[config.mk]
export PLATFORM = sky130hd
export DESIGN_NAME = shot_controller
export DESIGN_NICKNAME = d
export VERILOG_FILES = /design/src/rtl/shot_controller.sv
export SDC_FILE = /design/constraint.sdc
export NUM_CORES = 1
export LEC_CHECK = 0
export BUFFER_PORTS_ARGS = -buffer_cell sky130_fd_sc_hd__buf_2
export CORE_ASPECT_RATIO = 0.75
export CORE_MARGIN = 4
export CORE_UTILIZATION = 35
export DETAILED_ROUTE_END_ITERATION = 8
export PLACE_DENSITY = 0.56
export REMOVE_ABC_BUFFERS = 1
export SLEW_MARGIN = 25
export SYNTH_ARGS = -nofsm -noshare
export SYNTH_HDL_FRONTEND = slang
export SYNTH_SLANG_ARGS = --single-unit
[constraint.sdc]
create_clock -name clock -period 5.93 [get_ports clock]
set_input_delay 0.2965 -clock clock [delete_from_list [all_inputs] [get_ports clock]]
set_output_delay 0.2965 -clock clock [all_outputs]
set_load 0.01 [all_outputs]
[src/rtl/shot_controller.sv]
// Shot-scoring initiator: latches a player guess, issues a one-cycle scoring request,
// and tracks the fired map, shot/big-bomb budgets, hit count and game-over status.
//
// state | meaning
// IDLE  | waiting for a Fire pulse
// SCORE | request presented to the scorer for one cycle, response sampled
// OVER  | game finished, held until reset
module shot_controller #(
    parameter int  MAX_SHOTS   = 20,
    parameter int  MAX_BIG     = 3,
    parameter int  HITS_TO_WIN = 5,
    localparam int SW          = $clog2(MAX_SHOTS + 1),
    localparam int BW          = $clog2(MAX_BIG + 1),
    localparam int HW          = $clog2(HITS_TO_WIN + 1)
) (
    input  logic          clock,
    input  logic          reset,
    input  logic [3:0]    X_in,
    input  logic [3:0]    Y_in,
    input  logic          BigReq,
    input  logic          Fire,
    input  logic          Hit,
    input  logic          NearMiss,
    input  logic          Miss,
    output logic [3:0]    X,
    output logic [3:0]    Y,
    output logic          Big,
    output logic          ScoreThis,
    output logic          Wrong,
    output logic [SW-1:0] ShotsLeft,
    output logic [BW-1:0] BigLeft,
    output logic [HW-1:0] HitCount,
    output logic [1:0]    Result,
    output logic          GameOver,
    output logic          Win
);

    typedef enum logic [1:0] {IDLE, SCORE, OVER} state_t;

    state_t        state_q, state_d;
    logic [3:0]    x_q, x_d, y_q, y_d;
    logic          big_q, big_d;
    logic [99:0]   map_q, map_d;
    logic [SW-1:0] shots_q, shots_d;
    logic [BW-1:0] big_left_q, big_left_d;
    logic [HW-1:0] hits_q, hits_d;
    logic [1:0]    result_q, result_d;
    logic          win_q, win_d;

    logic [99:0]   center;
    logic [99:0]   mark;
    logic          x_bad, y_bad, fired, wrong;

    // Board cells are 1-based; neighbours outside 1..10 simply never match, so no wrap-around.
    always_comb begin
        center = '0;
        mark   = '0;
        for (int r = 1; r <= 10; r++) begin
            for (int c = 1; c <= 10; c++) begin
                center[(r-1)*10 + (c-1)] = (r == int'(y_q)) && (c == int'(x_q));
                if (big_q)
                    mark[(r-1)*10 + (c-1)] = (r >= int'(y_q) - 1) && (r <= int'(y_q) + 1) &&
                                             (c >= int'(x_q) - 1) && (c <= int'(x_q) + 1);
                else
                    mark[(r-1)*10 + (c-1)] = (r == int'(y_q)) && (c == int'(x_q));
            end
        end
    end

    assign x_bad = (x_q == 4'd0) || (x_q > 4'd10);
    assign y_bad = (y_q == 4'd0) || (y_q > 4'd10);
    assign fired = |(map_q & center);
    assign wrong = (state_q == SCORE) &&
                   (x_bad || y_bad || fired || (big_q && (big_left_q == '0)));

    always_comb begin
        state_d    = state_q;
        x_d        = x_q;
        y_d        = y_q;
        big_d      = big_q;
        map_d      = map_q;
        shots_d    = shots_q;
        big_left_d = big_left_q;
        hits_d     = hits_q;
        result_d   = result_q;
        win_d      = win_q;
        case (state_q)
            IDLE: begin
                if (Fire) begin
                    x_d     = X_in;
                    y_d     = Y_in;
                    big_d   = BigReq;
                    state_d = SCORE;
                end
            end
            SCORE: begin
                if (wrong) begin
                    result_d = 2'b00;
                    state_d  = IDLE;
                end else begin
                    shots_d = shots_q - SW'(1);
                    if (big_q)
                        big_left_d = big_left_q - BW'(1);
                    map_d = map_q | mark;
                    if (Hit)
                        result_d = 2'b11;
                    else if (NearMiss)
                        result_d = 2'b10;
                    else
                        result_d = 2'b01;
                    if (Hit && (hits_q < HW'(HITS_TO_WIN)))
                        hits_d = hits_q + HW'(1);
                    // Reaching the hit target wins even when it coincides with the last shot.
                    if (hits_d == HW'(HITS_TO_WIN)) begin
                        state_d = OVER;
                        win_d   = 1'b1;
                    end else if (shots_d == '0) begin
                        state_d = OVER;
                        win_d   = 1'b0;
                    end else begin
                        state_d = IDLE;
                    end
                end
            end
            OVER:    state_d = OVER;
            default: state_d = IDLE;
        endcase
    end

    always_ff @(posedge clock) begin
        if (reset) begin
            state_q    <= IDLE;
            x_q        <= '0;
            y_q        <= '0;
            big_q      <= 1'b0;
            map_q      <= '0;
            shots_q    <= SW'(MAX_SHOTS);
            big_left_q <= BW'(MAX_BIG);
            hits_q     <= '0;
            result_q   <= 2'b00;
            win_q      <= 1'b0;
        end else begin
            state_q    <= state_d;
            x_q        <= x_d;
            y_q        <= y_d;
            big_q      <= big_d;
            map_q      <= map_d;
            shots_q    <= shots_d;
            big_left_q <= big_left_d;
            hits_q     <= hits_d;
            result_q   <= result_d;
            win_q      <= win_d;
        end
    end

    assign X         = x_q;
    assign Y         = y_q;
    assign Big       = big_q;
    assign ScoreThis = (state_q == SCORE);
    assign Wrong     = wrong;
    assign ShotsLeft = shots_q;
    assign BigLeft   = big_left_q;
    assign HitCount  = hits_q;
    assign Result    = result_q;
    assign GameOver  = (state_q == OVER);
    assign Win       = win_q;

endmodule

# Yosys cells after proc, flatten, opt, wreduce, memory -nomap -nowiden
# Index checks and enable logic that the tools add are counted.
[classes] n_mux=113 n_eq_ne=24 n_lt_le_gt_ge=43 n_reduce_logical=329 n_addsub=7 bitwise=3
[ops] op="$logic_and 1x1->1" count=313
[ops] op="$ge 4x32->1 const A" count=8
[ops] op="$le 4x32->1 const A" count=8
[ops] op="$ge 5x32->1 const A" count=6
[ops] op="$le 5x32->1 const A" count=6
[ops] op="$ge 3x32->1 const A" count=4
[ops] op="$le 3x32->1 const A" count=4
[ops] op="$mux 1" count=102
[ops] op="$and 100x100->100" count=1
[ops] op="$or 100x100->100" count=1
[ops] op="$reduce_or 100->1" count=1
[ops] op="$ge 2x32->1 const A" count=2
[ops] op="$le 2x32->1 const A" count=2
[ops] op="$eq 4x4->1 const A" count=14
[ops] op="$eq 3x4->1 const A" count=4
[ops] op="$mux 2" count=7
[ops] op="$add 4x1->5 const B" count=2
[ops] op="$sub 4x1->5 const B" count=2
[ops] op="$mux 3" count=3
[ops] op="$eq 2x4->1 const A" count=2
[ops] op="$gt 4x4->1 const B" count=2
[ops] op="$logic_not 4->1" count=2
[ops] op="$pmux 2 s3" count=1
[ops] op="$reduce_and 3->1" count=2
[ops] op="other kinds (14)" count=20
[word_totals] word_cells=529 register_bits=124 input_bits=15 output_inout_bits=25

# Longest topological paths before layout
# Gate-level depths: netlist of the first run.
[depth] word_depth=13 mapped_depth=14 ltp_nobuf=9

# Worst setup path after synthesis of the first run
# OpenSTA, ideal clock, no wires.
[synth_path] path_type="register -> output" start="register y_q[0], in the netlist Y[0]" end="output port Wrong" arrival_time_ns=3.093 n_path_buf=4 required_time_ns=5.634 setup_slack_ns=2.541 stages_incl_launch_ff=13 path_cell_list="dfxtp_1 > clkbuf_1 > inv_1 > ha_1 > buf_2 > and3b_1 > a22oi_1 > o22ai_1 > or4_1 > nor4_4 > buf_4 > buf_2 > a31oi_1"
[synth_between] elab_chain_cells=7 word_cells_on_any_way=119 cone_classes="order compare (1); eq/ne (10); bitwise (1); reduce/logical (107)"
[synth_rtl] element="start, declared" line_no="41" source="logic [3:0] x_q, x_d, y_q, y_d;"
[synth_rtl] element="start signal, assigned" line_no="145" source="y_q <= y_d;"
[synth_rtl] element="$eq 2x4->1 (tied with other cells)" line_no="60" source="center[(r-1)*10 + (c-1)] = (r == int'(y_q)) && (c == int'(x_q));"
[synth_rtl] element="$logic_and 1x1->1" line_no="60"
[synth_rtl] element="$and 100x100->100" line_no="72" source="assign fired = |(map_q & center);"
[synth_rtl] element="$reduce_or 100->1" line_no="72"
[synth_rtl] element="$logic_or 1x1->1 * (2 in a row)" line_no="74" source="(x_bad || y_bad || fired || (big_q && (big_left_q == '0)));"
[synth_rtl] element="$logic_and 1x1->1 *" line_no="73" source="assign wrong = (state_q == SCORE) &&"
[synth_rtl] element="end, declared" line_no="29" source="output logic Wrong,"
# Mark *: on every way between the ends. The rest lies on a longest branch, timed or not.

# Final worst setup path of the first run
[layout_path] start="register x_q[0], in the netlist X[0]" end="output port Wrong"
[layout_between] elab_chain_cells=7 word_cells_on_any_way=119 cone_classes="order compare (1); eq/ne (10); bitwise (1); reduce/logical (107)"
[layout_rtl] element="start, declared" line_no="41"
[layout_rtl] element="start signal, assigned" line_no="133" source="x_q <= '0;"
[layout_rtl] element="start signal, assigned" line_no="144" source="x_q <= x_d;"
[layout_rtl] element="$eq 2x4->1 (tied with other cells)" line_no="60"
[layout_rtl] element="$logic_and 1x1->1" line_no="60"
[layout_rtl] element="$and 100x100->100" line_no="72"
[layout_rtl] element="$reduce_or 100->1" line_no="72"
[layout_rtl] element="$logic_or 1x1->1 * (2 in a row)" line_no="74"
[layout_rtl] element="$logic_and 1x1->1 *" line_no="73"
# Marks and branches as above.

==> run summary, run 1 <==
status -> finished, final reports clean
hold_ws -> 84.2 ps
RSZ-0062 raised after global routing -> no
IO buf count -> 38
clk buf depth -> 2
TritonCTS clock tree -> done
Worst-path clk slew -> 60 ps
H-Tree Depth -> 4
total track usage -> 0.247
reg2reg start -> X[1]
Hold EP -> Y[1]
via density per instance -> 6.46
PnR Total Power -> 2.38 mW
#FFs+latches synth -> 124
Die ar. -> 23,900 µm²
pin count of the biggest net entering global routing -> 112
Worst Reg-to-Reg Cells -> 11
reg2reg end -> Win
via count -> 8,234
r2r setup slk -> 1710 ps
final non-filler cell total -> 1,275
CTS hold repair buffers -> 0
global-route wire length before repair -> 45.9 mm
Design Area, Final -> 8540 µm²
Cell variety after synth -> 68
Nets -> 1,007
ys async rst share -> 0
core area -> 21,100 µm²
DRT antenna net count -> 0
PwrDens -> 279 nW/µm²
Fin. Hold Viols -> 0
row count -> 46
Sink Count -> 124
Detail Placement HPWL -> 19.0 mm
Initial Utilization -> 0.356
WP data required -> 5630 ps
FF+latch area -> 2480 µm²
vias in the first global route -> 7,594
TNS Setup -> 0 ps
Worst-Skew Late Latency -> 430 ps
Peak Freq -> 0.220 GHz
fin crit share -> 0.766
post-CTS setup buffer count -> 0
final setup fails -> 0
Layout area overhead -> 13.4%
Final Slew Violations -> 0
Num CTS Buffers -> 17
Pre-antenna DRT Iters -> 7
VDD IR max -> 178 µV
Synth warnings -> 0
placed inst area -> 7920 µm²
Worst Setup Slack, final -> 1390 ps
Worst setup SP type -> flip-flop
initial antenna violation count -> 0
Antenna Cells -> 0
first-iteration detailed-routing DRC count -> 1,139
Tightest Pin Transition -> 1100 ps
Crit Path Class -> reg -> out
Worst Skew -> 11.0 ps
max_cap viols -> 0
drt wl/cell -> 23.5 µm
Ports -> 40
Min-Delay Path Class -> in -> reg
Placed Cells incl. Taps -> 1,243
hold depth -> 3
Slew headroom -> 0.262
Finished Core Util -> 0.404
# DRC -> 0
Routability Congestion -> 0.977
ys flop type -> dfxtp_1
Synth Instances -> 988
WL final -> 30.0 mm
pre-CTS WS -> 1790 ps
syn_area_per_cell -> 7.62 µm²
ratio of cells with drive above 1 in the final layout -> 0.121
Worst EP arrival -> 4240 ps
Tmin final -> 4540 ps
Leakage -> 2.84 nW
hold wc startpoint -> Y_in[1]
Die Span X -> 177 µm
synthesized area -> 7530 µm²
Seq/Total Area, Yosys -> 0.330
CP Max Fanout -> 18
# fillers -> 2,202
area occupied by multi-input gates -> 4520 µm²
Die Height -> 135 µm
Post-synth EDFFs -> 0
Resize count post-CTS -> 0
root buf cell -> clkbuf_16
grt ovf -> 0
Setup crit end kind -> output port
-- worst max-delay path: stages, from the launching register on --
cell and delay, ps:
dfxtp_1 670, inv_1 260, ha_1 620, and2_0 320
a32oi_1 170, o22ai_1 90, or4_1 620, nor4_4 700
a31oi_1 170, buf_2 190
-- power breakdown --
| group | leakage (nW) | total, mW | switching [mW] | internal (mW) |
|---|---|---|---|---|
| registers | 1.00 | 0.861 | 0.0212 | 0.839 |
| logic | 1.53 | 0.377 | 0.274 | 0.104 |
| clock network | 0.305 | 1.14 | 0.404 | 0.736 |
-- worst max-delay path by stage --
stage	endpoint	cells after the start	from	slack, ps
2_1_floorplan	Result[0]	7	X[2]	140
3_3_place_gp	Win	10	X[0]	1770
3_5_place_dp	Win	10	X[0]	1790
4_1_cts	Wrong	9	X[0]	1410
5_1_grt	Wrong	9	X[0]	1180
6_report	Wrong	9	X[0]	1390
-- Yosys cell counts (7+ instances only) --
library cell / number / area (µm²)
nor2_1: 141 / 529
dfxtp_1: 124 / 2480
a31oi_1: 107 / 669
o22ai_1: 101 / 632
clkbuf_1: 57 / 214
nand3_1: 45 / 225
nand2_1: 38 / 143
a21oi_1: 31 / 155
o21ai_0: 31 / 155
buf_2: 30 / 150
inv_1: 25 / 93.8
nand3b_1: 21 / 158
ha_1: 18 / 225
nor2b_1: 13 / 81.3
a22oi_1: 12 / 90.1
nand2b_1: 10 / 62.6
nor3_1: 9 / 45.0
o32ai_1: 9 / 78.8
or2_2: 9 / 56.3
a32oi_1: 8 / 70.1
mux2i_1: 8 / 80.1
buf_1: 7 / 26.3
nand4_1: 7 / 43.8
-- state kept, by name, indices dropped and copies added (netlist names) --
name,cells
map_q,100
ShotsLeft,5
X,4
Y,4
HitCount,3
BigLeft,2
Result,2
state_q,2
Big,1
Win,1
-- logic make-up (layout without fill, tap and decap cells) --
| family | after synthesis | count (layout) | share of synthesized area |
|---|---|---|---|
| adders and majority gates | 18 | 18 | 0.0299 |
| xor gates and xnor gates | 4 | 4 | 0.00465 |
| and+or+nand+nor | 337 | 337 | 0.226 |
| buffers and inverters | 127 | 126 | 0.0713 |
| muxes | 8 | 8 | 0.0106 |
| AOI/OAI and AO/OA | 370 | 370 | 0.327 |
| DFF | 124 | 124 | 0.330 |
-- layout make-up --
| cell class | count | area share |
|---|---|---|
| clock inverters | 7 | 0.0158 |
| flip-flops and latches | 124 | 0.291 |
| repair buffers | 67 | 0.0525 |
| inverters | 27 | 0.0119 |
| multi-input cells | 737 | 0.530 |
| well taps | 288 | 0.0422 |
| clock buffers | 25 | 0.0569 |
-- placed cells by master, fill, tap and decap left out, types with 12 or more instances in the layout --
cell type  Yosys  routed
o21ai_0       31      31
ha_1          18      18
buf_4          6      27
a21oi_1       31      30
inv_1         25      25
nor2b_1       13      13
a22oi_1       12      12
nand3b_1      21      21
nand3_1       45      45
clkbuf_16      0      17
nor2_1       141     141
a31oi_1      107     107
buf_2         30      37
o22ai_1      101     101
dfxtp_1      124     123
nand2_1       38      38
-- metal layers --
metal,routed length [µm],part of all wire,track usage
met4,1010,0.034,0.0940
met3,3680,0.12,0.0784
met2,12200,0.41,0.334
met1,13200,0.44,0.363
met5,0,0,0
Note: power is estimated with default switching activity, not from simulation.
==> run 2: changes to the inputs <==
PLACE_DENSITY = 0.57   (was 0.56)
clock period = 4 ns   (was 5.93 ns; I/O delays follow)
==> run summary, run 2 (synthesis results as in run 1) <==
Crit Path Class -> reg -> out
post-CTS setup buffer count -> 0
number of flip-flops in the largest register -> 100
Worst-path clk slew -> 60 ps
Tightest Pin Transition -> 928 ps
ratio of cells with drive above 1 in the final layout -> 0.149
# DRC -> 0
Largest Register -> map_q
Placed Cells incl. Taps -> 1,275
Routability Congestion -> 0.973
clk buf depth -> 2
via count -> 8,506
core area -> 21,100 µm²
Tmin final -> 3810 ps
fin crit share -> 0.954
RSZ-0062 raised after global routing -> no
TNS Setup -> 0 ps
PwrDens -> 384 nW/µm²
placed inst area -> 8170 µm²
Sink Count -> 124
Design Area, Final -> 8730 µm²
Slew headroom -> 0.381
DRT antenna net count -> 0
vias in the first global route -> 7,563
status -> finished, final reports clean
CP startpoint -> X[1]
Ports -> 40
grt ovf -> 0
TritonCTS clock tree -> done
drt wl/cell -> 24.0 µm
row count -> 46
Leakage -> 2.97 nW
CTS hold repair buffers -> 0
IO buf count -> 38
WP data required -> 3800 ps
commonest cells after routing, fill and taps aside -> nor2_1, dfxtp_1, a31oi_1
commonest non-fill, non-tap cell in the layout -> nor2_1
Die ar. -> 23,900 µm²
hold_ws -> 0.411 ps
Setup crit end kind -> output port
Worst Skew -> 9.49 ps
Antenna Cells -> 0
total track usage -> 0.255
CP Max Fanout -> 58
initial antenna violation count -> 0
PnR Total Power -> 3.36 mW
via density per instance -> 6.51
Worst-Skew Late Latency -> 430 ps
Worst setup SP type -> flip-flop
Pre-antenna DRT Iters -> 6
Initial Utilization -> 0.356
max_cap viols -> 0
Min-Delay Path Class -> in -> reg
WL final -> 31.3 mm
first-iteration detailed-routing DRC count -> 1,412
Nets -> 1,039
Die Span X -> 177 µm
Final Slew Violations -> 0
global-route wire length before repair -> 47.0 mm
Peak Freq -> 0.262 GHz
Layout area overhead -> 16.0%
Num CTS Buffers -> 17
Fin. Hold Viols -> 0
final setup fails -> 0
Resize count post-CTS -> 0
final non-filler cell total -> 1,306
pin count of the biggest net entering global routing -> 80
Die Height -> 135 µm
Detail Placement HPWL -> 20.7 mm
H-Tree Depth -> 4
Worst EP arrival -> 3610 ps
hold wc startpoint -> Y_in[1]
reg2reg start -> X[1]
root buf cell -> clkbuf_16
VDD IR max -> 321 µV
[run 2: changes by cell type in the layout (fill, tap and decap cells not counted), sizes merged]
| cell | before | now |
|---|---|---|
| buf | 67 | 99 |
| bufinv | 4 | 1 |
| clkinv | 5 | 6 |
| clkinvlp | 0 | 1 |
[run 2: worst paths after layout]
kind               endpoint  slack, ps  cells after the start
hold reg to reg   map_q[74]        470                      2
setup reg to reg  map_q[46]        510                      8
hold / removal         Y[1]        0.4                      3
setup / recovery      Wrong        190                     11
[run 2: final cells by class]
cell class,count,area (µm²)
Fill cell,2205,12400
Multi-Input combinational cell,737,4520
Sequential cell,124,2480
Timing Repair Buffer,99,713
Clock buffer,25,495
Tap cell,288,360
Inverter,27,101
Clock inverter,6,61.3
[run 2: power by group]
group / internal, mW / switching (mW) / total (mW)
clock: 0.914 / 0.573 / 1.49
combinational: 0.178 / 0.423 / 0.601
sequential: 1.24 / 0.0227 / 1.27
total: 2.34 / 1.02 / 3.36
[run 2: metal layers]
metal  vias to the layer above  global-route usage  routed length (µm)
met5                         -                   0                   0
met3                        70              0.0758                3510
met2                       547               0.355               12600
met4                         0              0.0696                 808
li1                       3790                   -                   -
met1                      4099               0.380               14400
[run 2: critical path: stages, from the launching register on]
cell and delay, ps:
dfxtp_1 480, inv_1 100, buf_4 170, ha_1 200, and2_0 170, a32oi_1 320
o22ai_1 150, or4_1 620, nor4_4 340, buf_12 320, a31oi_1 130, buf_2 160
[run 2: stage by stage]
stage,worst slack [ps],util
2_1_floorplan,-1790,-
3_3_place_gp,595,0.387
3_5_place_dp,555,0.387
4_1_cts,215,0.413
5_1_grt,55.2,0.414
6_report,186,0.414
==> run 3: changes to the inputs <==
PLACE_DENSITY = 0.62   (was 0.57)
RECOVER_POWER = 100   (was unset)
==> run summary, run 3 (synthesis results as in run 1) <==
status -> finished, final reports clean
WP data required -> 3800 ps
IO buf count -> 38
row count -> 46
Die Span X -> 177 µm
root buf cell -> clkbuf_16
Antenna Cells -> 0
post-CTS setup buffer count -> 0
H-Tree Depth -> 4
via count -> 8,459
VDD IR max -> 267 µV
Ports -> 40
Worst EP arrival -> 3620 ps
CP startpoint -> Y[3]
hold wc startpoint -> Y_in[3]
Comb power frac -> 0.166
Die ar. -> 23,900 µm²
Final Slew Violations -> 0
max layer used -> met4
Min-Delay Path Class -> in -> reg
vias in the first global route -> 7,698
Num CTS Buffers -> 17
Worst setup SP type -> flip-flop
Tightest Pin Transition -> 1030 ps
hold_ws -> 8.31 ps
top cell family by delay on the critical path -> buffers and inverters
WP buf/inv -> 4
Sink Count -> 124
Crit Path Class -> reg -> out
fin crit share -> 0.954
FF+latch area -> 2490 µm²
Placed Cells incl. Taps -> 1,267
Clk pwr share -> 0.479
drt wl/cell -> 23.0 µm
Metal-1 WL -> 12.8 mm
Setup crit end kind -> output port
TritonCTS clock tree -> done
clk buf depth -> 2
Slew headroom -> 0.315
Leakage -> 2.90 nW
Die Height -> 135 µm
Net Switching -> 1.04 mW
commonest cells after routing, fill and taps aside -> nor2_1, dfxtp_1, a31oi_1
CP max-delay cell -> clkbuf_1
number of flip-flops in the largest register -> 100
final non-filler cell total -> 1,306
Detail Placement HPWL -> 19.6 mm
PwrDens -> 407 nW/µm²
ratio of cells with drive above 1 in the final layout -> 0.124
# fillers -> 2,163
global-route wire length before repair -> 46.0 mm
max_cap viols -> 0
Worst-Skew Late Latency -> 430 ps
Initial Utilization -> 0.356
P_int -> 2.53 mW
core area -> 21,100 µm²
commonest non-fill, non-tap cell in the layout -> nor2_1
CP Max Fanout -> 35
Worst Skew -> 9.84 ps
Layout area overhead -> 16.5%
initial antenna violation count -> 0
Peak Freq -> 0.262 GHz
via density per instance -> 6.48
first-iteration detailed-routing DRC count -> 1,491
WL final -> 30.0 mm
area occupied by multi-input gates -> 4500 µm²
# DRC -> 0
Worst-path clk slew -> 60 ps
CP peak stage delay -> 630 ps
met2 WL -> 12.0 mm
RSZ-0062 raised after global routing -> no
Flop pwr share -> 0.355
Switching Fraction -> 0.292
final setup fails -> 0
critical-path cell list -> clkbuf_1 > inv_1 > a32oi_1 > nand4_1 > nor4_4 > buf_12 > a31oi_1 > clkbuf_2
Pre-antenna DRT Iters -> 6
Tmin final -> 3820 ps
Routed met3 length -> 4.26 mm
Largest Register -> map_q
total track usage -> 0.247
DRT antenna net count -> 0
Routability Congestion -> 1.01
grt ovf -> 0
pin count of the biggest net entering global routing -> 64
Nets -> 1,038
reg2reg start -> Y[3]
Fin. Hold Viols -> 0
run 3: layout make-up:
cell class,count,area share
inverter,27,0.0116
clock inverter,10,0.0184
sequential,124,0.283
timing repair buffer,98,0.0770
tap,288,0.0411
clock buffer,22,0.0552
multi-input combinational,737,0.513
run 3: worst register-to-register path: stages (launching register included):
cell,delay (ps)
dfxtp_1,580
clkbuf_1,630
or3b_2,480
a211o_1,180
nand4_1,60
or4_1,510
nor4_4,280
clkbuf_4,610
a31oi_1,250
nor2_1,120
run 3: final timing paths:
kind              slack [ps]   endpoint  depth (start not counted)
setup / recovery         180      Wrong                          8
hold / removal             8       Y[3]                          3
setup reg to reg         220  map_q[36]                          9
hold reg to reg          470  map_q[44]                          2
run 3: stage by stage:
step	setup TNS, ps	cell area (µm²)	total power [mW]	worst slack [ps]	utilization
floorplan	-163820	7090	1.59	-1790	-
global placement	0	8120	1.86	552	0.385
detailed placement	0	8120	1.86	514	0.385
CTS	0	8840	3.56	154	0.418
global route	0	8770	3.67	41.2	0.415
finish	0	8770	3.57	183	0.415
run 3: power groups by stage:
stage	registers (mW)	clock network (mW)	logic, mW
finish	1.27	1.71	0.591
global route	1.27	1.78	0.621
CTS	1.27	1.72	0.573
detailed placement	1.29	0	0.566
global placement	1.29	0	0.566
floorplan	1.30	0	0.287
run 3: per-layer routing:
layer	vias to the layer above	track usage
li1	3789	-
met1	3954	0.360
met5	-	0
met4	0	0.0854
met2	628	0.337
met3	88	0.0851
run 3: what timing repair did:
item,4_1_cts,5_1_grt
hold buffers,7,0
setup endpoints to repair,0,1
resized for setup,0,5
endpoints found under the hold margin,7,0
